`src/rtl/vga_sync_gen_if.sv`:
```
// rtl/vga_sync_gen_if.sv - raster timing bundle from vga_sync_gen to its consumers
//
// Purpose: carries the pixel-tick enable, the undelayed raster counters and
//          decodes, and the latency-matched sync/active outputs.
// Signals:
//   pix_en       pixel-tick enable (every second CLK_50 cycle)
//   pixel_x/y    current raster position (undelayed)
//   active       visible-area flag (undelayed)
//   active_d     active delayed by the pipeline
//   h_sync/v_sync  delayed syncs at the configured polarity
//   line_start   pulse on the pix_en cycle of pixel_x==0
//   frame_start  pulse on the pix_en cycle of (0,0)
// Modports: master = timing generator, slave = consumer.
interface vga_sync_gen_if;
    logic       pix_en;
    logic [9:0] pixel_x;
    logic [9:0] pixel_y;
    logic       active;
    logic       active_d;
    logic       h_sync;
    logic       v_sync;
    logic       line_start;
    logic       frame_start;

    modport master (
        output pix_en, pixel_x, pixel_y, active, active_d,
               h_sync, v_sync, line_start, frame_start
    );

    modport slave (
        input pix_en, pixel_x, pixel_y, active, active_d,
              h_sync, v_sync, line_start, frame_start
    );
endinterface

```
`src/rtl/vga_sync_gen.sv`:
```
// rtl/vga_sync_gen.sv - 640x480@60 VGA raster timing generator with latency-matched syncs
//
// Purpose: derives a 25 MHz pixel tick from CLK_50, runs the horizontal and
//          vertical raster counters, and delays the sync/active decode by
//          PIPE_DELAY pixel ticks so it lines up with downstream pixel latency.
// Ports:
//   CLK_50   system clock, the only clock
//   resetN   synchronous active-low reset
//   vga      vga_sync_gen_if.master timing outputs
module vga_sync_gen #(
    parameter int H_VISIBLE   = 640,
    parameter int H_FRONT     = 16,
    parameter int H_SYNC      = 96,
    parameter int H_BACK      = 48,
    parameter int V_VISIBLE   = 480,
    parameter int V_FRONT     = 10,
    parameter int V_SYNC      = 2,
    parameter int V_BACK      = 33,
    parameter int PIPE_DELAY  = 2,
    parameter bit SYNC_ACTIVE = 1'b0
) (
    input  logic           CLK_50,
    input  logic           resetN,
    vga_sync_gen_if.master vga
);

    localparam int H_TOTAL = H_VISIBLE + H_FRONT + H_SYNC + H_BACK;
    localparam int V_TOTAL = V_VISIBLE + V_FRONT + V_SYNC + V_BACK;

    localparam logic [9:0] H_LAST   = 10'(H_TOTAL - 1);
    localparam logic [9:0] V_LAST   = 10'(V_TOTAL - 1);
    localparam logic [9:0] H_VIS    = 10'(H_VISIBLE);
    localparam logic [9:0] V_VIS    = 10'(V_VISIBLE);
    localparam logic [9:0] HS_FIRST = 10'(H_VISIBLE + H_FRONT);
    localparam logic [9:0] HS_LAST  = 10'(H_VISIBLE + H_FRONT + H_SYNC - 1);
    localparam logic [9:0] VS_FIRST = 10'(V_VISIBLE + V_FRONT);
    localparam logic [9:0] VS_LAST  = 10'(V_VISIBLE + V_FRONT + V_SYNC - 1);

    if (H_TOTAL > 1024) begin : g_err_h_total
        $error("vga_sync_gen: H_TOTAL exceeds 1024");
    end
    if (V_TOTAL > 1024) begin : g_err_v_total
        $error("vga_sync_gen: V_TOTAL exceeds 1024");
    end
    if (PIPE_DELAY > 7 || PIPE_DELAY < 0) begin : g_err_pipe
        $error("vga_sync_gen: PIPE_DELAY must be 0..7");
    end

    logic       phase;
    logic       pix_en;
    logic [9:0] pixel_x;
    logic [9:0] pixel_y;

    // pix_en lags the phase flop by one cycle so the first cycle after reset
    // release is a non-tick cycle, and the tick itself comes from a flop.
    always_ff @(posedge CLK_50) begin
        if (!resetN) begin
            phase   <= 1'b0;
            pix_en  <= 1'b0;
            pixel_x <= '0;
            pixel_y <= '0;
        end else begin
            phase  <= ~phase;
            pix_en <= phase;
            if (pix_en) begin
                if (pixel_x == H_LAST) begin
                    pixel_x <= '0;
                    if (pixel_y == V_LAST) begin
                        pixel_y <= '0;
                    end else begin
                        pixel_y <= pixel_y + 10'd1;
                    end
                end else begin
                    pixel_x <= pixel_x + 10'd1;
                end
            end
        end
    end

    logic active_raw;
    logic hs_raw;
    logic vs_raw;

    assign active_raw = (pixel_x < H_VIS) && (pixel_y < V_VIS);
    assign hs_raw     = (pixel_x >= HS_FIRST) && (pixel_x <= HS_LAST);
    assign vs_raw     = (pixel_y >= VS_FIRST) && (pixel_y <= VS_LAST);

    logic hs_d;
    logic vs_d;
    logic act_d;

    // Pipeline stages hold the asserted-true form of each flag; polarity is
    // applied only at the output so a flushed stage reads as "not asserted".
    if (PIPE_DELAY == 0) begin : g_no_delay
        assign hs_d  = hs_raw;
        assign vs_d  = vs_raw;
        assign act_d = active_raw;
    end else begin : g_delay
        logic [2:0] stage [PIPE_DELAY];

        always_ff @(posedge CLK_50) begin
            if (!resetN) begin
                for (int i = 0; i < PIPE_DELAY; i++) begin
                    stage[i] <= 3'b000;
                end
            end else if (pix_en) begin
                stage[0] <= {hs_raw, vs_raw, active_raw};
                for (int i = 1; i < PIPE_DELAY; i++) begin
                    stage[i] <= stage[i-1];
                end
            end
        end

        assign {hs_d, vs_d, act_d} = stage[PIPE_DELAY-1];
    end

    assign vga.pix_en      = pix_en;
    assign vga.pixel_x     = pixel_x;
    assign vga.pixel_y     = pixel_y;
    assign vga.active      = active_raw;
    assign vga.active_d    = act_d;
    assign vga.h_sync      = hs_d ? SYNC_ACTIVE : ~SYNC_ACTIVE;
    assign vga.v_sync      = vs_d ? SYNC_ACTIVE : ~SYNC_ACTIVE;
    assign vga.line_start  = pix_en && (pixel_x == 10'd0);
    assign vga.frame_start = pix_en && (pixel_x == 10'd0) && (pixel_y == 10'd0);

endmodule

```
`src/flat_wrapper.sv`:
```
// flat-port wrapper written by rule: the top's interface ports become plain ports
module vga_sync_gen_flat 
#(
    parameter int H_VISIBLE   = 640,
    parameter int H_FRONT     = 16,
    parameter int H_SYNC      = 96,
    parameter int H_BACK      = 48,
    parameter int V_VISIBLE   = 480,
    parameter int V_FRONT     = 10,
    parameter int V_SYNC      = 2,
    parameter int V_BACK      = 33,
    parameter int PIPE_DELAY  = 2,
    parameter bit SYNC_ACTIVE = 1'b0
)
  (CLK_50, resetN, vga_pix_en, vga_pixel_x, vga_pixel_y, vga_active, vga_active_d, vga_h_sync, vga_v_sync, vga_line_start, vga_frame_start);
  vga_sync_gen_if vga_i ();
  input  logic CLK_50;
  input  logic resetN;
  output wire logic [$bits(vga_i.pix_en)-1:0] vga_pix_en;
  output wire logic [$bits(vga_i.pixel_x)-1:0] vga_pixel_x;
  output wire logic [$bits(vga_i.pixel_y)-1:0] vga_pixel_y;
  output wire logic [$bits(vga_i.active)-1:0] vga_active;
  output wire logic [$bits(vga_i.active_d)-1:0] vga_active_d;
  output wire logic [$bits(vga_i.h_sync)-1:0] vga_h_sync;
  output wire logic [$bits(vga_i.v_sync)-1:0] vga_v_sync;
  output wire logic [$bits(vga_i.line_start)-1:0] vga_line_start;
  output wire logic [$bits(vga_i.frame_start)-1:0] vga_frame_start;
  assign vga_pix_en = vga_i.pix_en;
  assign vga_pixel_x = vga_i.pixel_x;
  assign vga_pixel_y = vga_i.pixel_y;
  assign vga_active = vga_i.active;
  assign vga_active_d = vga_i.active_d;
  assign vga_h_sync = vga_i.h_sync;
  assign vga_v_sync = vga_i.v_sync;
  assign vga_line_start = vga_i.line_start;
  assign vga_frame_start = vga_i.frame_start;
  vga_sync_gen #(.H_VISIBLE(H_VISIBLE), .H_FRONT(H_FRONT), .H_SYNC(H_SYNC), .H_BACK(H_BACK), .V_VISIBLE(V_VISIBLE), .V_FRONT(V_FRONT), .V_SYNC(V_SYNC), .V_BACK(V_BACK), .PIPE_DELAY(PIPE_DELAY), .SYNC_ACTIVE(SYNC_ACTIVE)) u_core (.CLK_50(CLK_50), .resetN(resetN), .vga(vga_i));
endmodule
```
`config.mk`:
```
export PLATFORM = sky130hd
export DESIGN_NAME = vga_sync_gen_flat
export DESIGN_NICKNAME = d
export VERILOG_FILES = /design/src/rtl/vga_sync_gen_if.sv /design/src/rtl/vga_sync_gen.sv /design/src/flat_wrapper.sv
export SDC_FILE = /design/constraint.sdc
export NUM_CORES = 1
export LEC_CHECK = 0
export CAP_MARGIN = 20
export CORE_MARGIN = 2
export CORE_UTILIZATION = 30
export DETAILED_ROUTE_END_ITERATION = 12
export GPL_TIMING_DRIVEN = 0
export MAX_ROUTING_LAYER = met4
export SLEW_MARGIN = 25
export SYNTH_ARGS = -nofsm -noshare
export SYNTH_HDL_FRONTEND = slang
export SYNTH_SLANG_ARGS = --single-unit
```
`constraint.sdc`:
```
create_clock -name CLK_50 -period 4.22 [get_ports CLK_50]
set_clock_uncertainty 0.15 [all_clocks]
set_input_delay 0.844 -clock CLK_50 [delete_from_list [all_inputs] [get_ports CLK_50]]
set_output_delay 0.844 -clock CLK_50 [all_outputs]
set_load 0.05 [all_outputs]
```
==> metrics.yaml, run 1 <==
fin_crit_sh: 0.8025
worstHoldPathType: "reg -> reg"
gp_congestion: 0.8482
area_delta_synth_final_pct: 28.49
synth_edf_count: 6
initial_core_util: 0.3057
placed_cells: 266
max_stage_delay_ps: 810
setup_violations: 0
grt_first_pass_wirelength_um: 5561
cap_viol_max_count: 0
worstPathCellList: "or2_2, nor3_1, and3_1, and4_1, clkdlybuf4s50_1"
grt_pass1_vias: 1158
post_drt_via_cell_ratio: 4.859
grt.overflow.total: 0
clkPwrFrac: 0.404
wirelength_um: 3377
yosysWarningCount: 0
crit_required_ps: 3230
drive_gt1_frac: 0.1100
coreArea_mm2: 0.005042
root_buffer: "clkbuf_8"
ios: 29
dieArea_mm2: 0.005727
p_sw_frac: 0.2230
worstPathMaxFanout: 7
post-cts-setup-buffer-count: 0
drtIter0Drc: 47
relSlewSlack: 0.6641
start_kind: "flip-flop"
ys_ff_latch: 28
synthesis.area_mm2: 0.001541
clk_pin_slew_ps: 100
synth_cell_types: 45
power_density_mw_per_mm2: 271.3
cts_resized: 0
max_freq_mhz: 295.3
vias: 1312
antenna_found_initial: 0
die_w_um: 75.68
place_area_mm2: 0.001909
grt.total_usage: 0.1314
synth.yosys.seq_area_share: 0.4026
num_rows: 26
endpoint_kind: "output port"
critPathKind: "reg -> out"
fin_crit_ps: 3386
rsz0062_at_grt: "false"
htree_levels: 1
clkLatencyLatePin_ps: 280
die_h_um: 75.68
fill_cells: 519
numCtsBuffers: 3
cts.sinks: 28
stdcell_area_mm2: 0.001981
drcViolationCount: 0
fin_nets: 208
slew_violations: 0
power.share.sequential: 0.524
slowest_stage: "clkdlybuf4s50_1"
worst_pin_slew_ps: 502.3
cp_data_arrival_time_ps: 2390
regArea_um2: 620.6
status: "finished, final reports clean"
hold_violations: 0
dr.pass1.iters: 4
final_cell_count_no_fill: 270
postSynthCellCount: 168
p_switching_w: 0.0001198
crit_buf_inv: 1
ir_drop_uv: 114.6
hpwl_um: 2479
intPower_w: 0.0004175
cts_tree: "built"
syn-num-nets: 175
ant_nets: 0
grt_max_degree: 17
setup_tns_ps: 0
avgSynthCellArea_um2: 9.175
cts_hold_buf: 0
leakagePower_nw: 0.7081
synthFlopType: "dfxtp_1"
synthArstFlopShare: 0
clk_path_buf_depth: 2
multi_input_area_um2: 800.8
diodes: 0
combinationalPowerShare: 0.072
port_buffers: 28
cp_top_family: "simple AND/OR/NAND/NOR gates"
wire_per_inst_um: 12.51
worst paths after layout:
path                                       from                            endpoint  slack (ps)  cells past startpoint
min reg2reg             u_core.phase$_SDFF_PN0_             u_core.phase$_SDFF_PN0_         260                      1
max          u_core.vga.pixel_x[7]$_SDFFE_PN0P_                     vga_frame_start         830                      5
max reg2reg  u_core.vga.pixel_y[0]$_SDFFE_PN0P_  u_core.vga.pixel_y[7]$_SDFFE_PN0P_        2350                      6
min                     u_core.phase$_SDFF_PN0_             u_core.phase$_SDFF_PN0_         260                      1
per-stage QoR:
stage | worst slack [ps] | utilization | hold WS [ps] | total power (W)
floorplan | 1086 | - | 228.7 | 0.0003124
global placement | 1161 | 0.3787 | 238.4 | 0.0003261
detailed placement | 1149 | 0.3787 | 240.1 | 0.0003265
CTS | 822.1 | 0.3928 | 254.8 | 0.0005419
global route | 729.8 | 0.3928 | 270.5 | 0.0005581
finish | 833.6 | 0.3928 | 255.8 | 0.0005374
power groups by stage:
| stage | Sequential [W] | Combinational [W] | Clock, W |
|---|---|---|---|
| 5_1_grt | 0.000282 | 0.0000414 | 0.000235 |
| 3_5_place_dp | 0.000288 | 0.0000389 | 0 |
| 3_3_place_gp | 0.000287 | 0.0000386 | 0 |
| 4_1_cts | 0.000281 | 0.0000390 | 0.000221 |
| 6_report | 0.000281 | 0.0000387 | 0.000217 |
| 2_1_floorplan | 0.000294 | 0.0000189 | 0 |
cells in the mapped netlist (2+ instances only):
cell type / instances / area [um2]
nand4_1: 5 / 31.28
o311ai_0: 2 / 17.52
o21ai_0: 2 / 10.01
a31oi_1: 2 / 12.51
nor4_1: 2 / 12.51
edfxtp_1: 6 / 180.2
and3_2: 2 / 15.01
nand3_1: 9 / 45.04
a21oi_1: 10 / 50.05
nor3b_1: 2 / 15.01
or2_2: 2 / 12.51
and4_1: 3 / 26.28
o211ai_1: 3 / 22.52
and3_1: 12 / 75.07
clkbuf_1: 2 / 7.510
nand2b_1: 3 / 18.77
nor2_1: 13 / 48.80
dfxtp_1: 22 / 440.4
inv_1: 9 / 33.78
and2_1: 2 / 12.51
ha_1: 5 / 62.56
buf_6: 4 / 45.04
xnor2_1: 4 / 35.03
nor3_1: 6 / 30.03
nand2_1: 12 / 45.04
xor2_1: 4 / 35.03
o22ai_1: 2 / 12.51
cell type report:
type / count / area share
buffer: 9 / 0.04169
clock buffer: 3 / 0.02085
clock inverter: 1 / 0.01516
inverter: 10 / 0.01895
multi-input combinational: 121 / 0.4043
sequential: 28 / 0.3133
tap: 70 / 0.04422
timing repair buffer: 28 / 0.1415
sequential cells by signal (all words and copies together), names as in the netlist:
signal,flops
u_core.phase,1
u_core.g_delay.stage,6
u_core.vga.pix_en,1
u_core.vga.pixel_y,10
u_core.vga.pixel_x,10
cells in the final DEF, fill, tap and decap left out, types with 2 or more instances in the layout:
cell	instances
clkdlybuf4s50_1	28
dfxtp_1	22
nor2_1	13
and3_1	12
nand2_1	12
a21oi_1	10
inv_1	9
nand3_1	9
nor3_1	6
edfxtp_1	6
nand4_1	5
ha_1	5
buf_6	4
xor2_1	4
xnor2_1	4
nand2b_1	3
and4_1	3
o211ai_1	3
clkbuf_8	3
clkbuf_1	2
or2_2	2
o22ai_1	2
nor4_1	2
and2_1	2
o311ai_0	2
nor3b_1	2
and3_2	2
a31oi_1	2
o21ai_0	2
worst register-to-register path: stages (launching register included):
cell and delay [ps]:
dfxtp_1 370, inv_1 110, ha_1 170, nor4b_2 350
nand3_1 290, a21oi_1 230, o22ai_1 110
per-layer routing:
layer,up-vias,share of wire,GRT usage
li1,673,-,-
met1,618,0.52,0.1830
met2,16,0.44,0.1874
met3,5,0.013,0.01984
met4,0,0.019,0.05848
met5,-,0,-
kinds of logic after synthesis:
family | after synthesis | synth area share
simple gates | 82 | 0.3125
flops | 28 | 0.4026
compound gates | 26 | 0.1209
buf+inv | 19 | 0.07792
xor+xnor | 8 | 0.04545
fa+ha+maj | 5 | 0.04058
Power figures use the tool's default switching activity.
==> run 2, diff against run 1 <==
- clock period: 4.22 -> 3.3 ns (I/O delays scaled with it)
==> run 2 against run 1 <==
Net effect: setup slack worse by 540 ps; final cell count unchanged; register-to-register slack worse by 920 ps; clock-buffer cell count unchanged.
==> metrics.yaml, run 2 (synthesis results as in run 1) <==
status: "finished, final reports clean"
layout_commonest_cell: "clkdlybuf4s50_1"
cap_viol_max_count: 0
final_cell_count_no_fill: 270
power_density_mw_per_mm2: 346.3
critPathKind: "reg -> out"
worstPathMaxFanout: 7
crit_buf_inv: 1
grt_max_degree: 17
vias: 1314
drive_gt1_frac: 0.1100
fill_cells: 519
top_regs: "u_core.vga.pixel_x (10), u_core.vga.pixel_y (10), u_core.g_delay.stage (6)"
crit_end: "vga_line_start"
start_kind: "flip-flop"
coreArea_mm2: 0.005042
htree_levels: 1
max_stage_delay_ps: 820
fin_crit_sh: 0.9100
numCtsBuffers: 3
rr_startpoint: "u_core.vga.pixel_y[0]$_SDFFE_PN0P_"
setup_violations: 0
rrSetupSlack_ps: 1430
clk_path_buf_depth: 2
max_freq_mhz: 333.0
die_w_um: 75.68
fin_nets: 208
clk_pin_slew_ps: 100
worst_pin_slew_ps: 502.3
cp_top_family: "buffers and inverters"
grt_pass1_vias: 1158
num_rows: 26
drcViolationCount: 0
hold_violations: 0
crit_start: "u_core.vga.pixel_x[7]$_SDFFE_PN0P_"
grt_first_pass_wirelength_um: 5561
initial_core_util: 0.3057
mostFrequentLayoutCells: "27 x clkdlybuf4s50_1, 22 x dfxtp_1, 13 x nor2_1"
ir_drop_uv: 146.5
crit_required_ps: 2490
area_delta_synth_final_pct: 28.65
post_drt_via_cell_ratio: 4.867
post-cts-setup-buffer-count: 0
rsz0062_at_grt: "false"
relSlewSlack: 0.6641
cts.sinks: 28
slew_violations: 0
placed_cells: 266
r2r_end: "u_core.vga.pixel_y[7]$_SDFFE_PN0P_"
root_buffer: "clkbuf_8"
worstPathCellList: "or2_2, nor3_1, and3_1, clkdlybuf4s50_1"
cts_tree: "built"
setup_tns_ps: 0
ios: 29
port_buffers: 28
cp_data_arrival_time_ps: 2190
cp.depth: 4
clkLatencyLatePin_ps: 280
gp_congestion: 0.8482
hpwl_um: 2479
worstHoldPathType: "reg -> reg"
grt.overflow.total: 0
drtIter0Drc: 47
antenna_found_initial: 0
leakagePower_nw: 0.7241
endpoint_kind: "output port"
ant_nets: 0
grt.total_usage: 0.1314
wire_per_inst_um: 12.51
wirelength_um: 3378
die_h_um: 75.68
r2r_cells: 6
dieArea_mm2: 0.005727
dr.pass1.iters: 4
fin_crit_ps: 3003
diodes: 0
slowest_stage: "clkdlybuf4s50_1"
## run 2: cell types whose count changed in the layout (fill, tap and decap cells not counted), sizes merged
cell	change
clkdlybuf4s50	-1
dlymetal6s2s	+1
## run 2: worst min path at each step
stage / start / to / slack [ps] / depth (start not counted)
detailed placement: u_core.phase$_SDFF_PN0_ / u_core.phase$_SDFF_PN0_ / 240 / 1
floorplan: u_core.phase$_SDFF_PN0_ / u_core.phase$_SDFF_PN0_ / 230 / 1
global placement: u_core.phase$_SDFF_PN0_ / u_core.phase$_SDFF_PN0_ / 240 / 1
finish: u_core.phase$_SDFF_PN0_ / u_core.phase$_SDFF_PN0_ / 260 / 1
CTS: u_core.phase$_SDFF_PN0_ / u_core.phase$_SDFF_PN0_ / 250 / 1
global route: u_core.phase$_SDFF_PN0_ / u_core.phase$_SDFF_PN0_ / 270 / 1
## run 2: through the flow
step / setup WS (ps) / utilization / hold WS [ps] / total power (W) / cell area [um2]
6_report: 297.0 / 0.3933 / 255.8 / 0.0006868 / 1983
5_1_grt: 193.6 / 0.3933 / 270.5 / 0.0007137 / 1983
4_1_cts: 86.06 / 0.3928 / 254.8 / 0.0006929 / 1981
3_5_place_dp: 412.7 / 0.3787 / 240.1 / 0.0004175 / 1909
3_3_place_gp: 424.8 / 0.3787 / 238.4 / 0.0004171 / 1909
2_1_floorplan: 350.2 / - / 228.7 / 0.0003995 / 1541
## run 2: power by group
group / total, W / switching [W] / internal, W
sequential: 0.000360 / 0.00000375 / 0.000356
clock: 0.000278 / 0.000115 / 0.000163
combinational: 0.0000494 / 0.0000342 / 0.0000152
total: 0.000687 / 0.000153 / 0.000534
## run 2: final cells by class
cell class	instances	area, um2	share of cell area
clock inverter	1	30.03	0.01514
tap	70	87.58	0.04416
timing repair buffer	28	282.8	0.1426
sequential	28	620.6	0.3129
inverter	10	37.54	0.01893
multi-input combinational	121	800.8	0.4038
buffer	9	82.58	0.04164
clock buffer	3	41.29	0.02082
## run 2: repair_timing
action / 4_1_cts / 5_1_grt
hold buffers: 0 / 0
endpoints found under the hold margin: 0 / 0
resized for setup: 0 / 1
endpoints found under the setup margin: 0 / 1
## run 2: metal layers
layer / global-route usage / up-vias / wire [um]
li1: - / 674 / -
met1: 0.1830 / 619 / 1765
met2: 0.1874 / 16 / 1503
met3: 0.01984 / 5 / 44
met4: 0.05848 / 0 / 64
met5: - / - / 0
==> run 3, diff against run 2 <==
- GPL_ROUTABILITY_DRIVEN: default -> 0
==> results of run 3 <==
No change in the layout: final DEF, timing and power equal those of run 2.
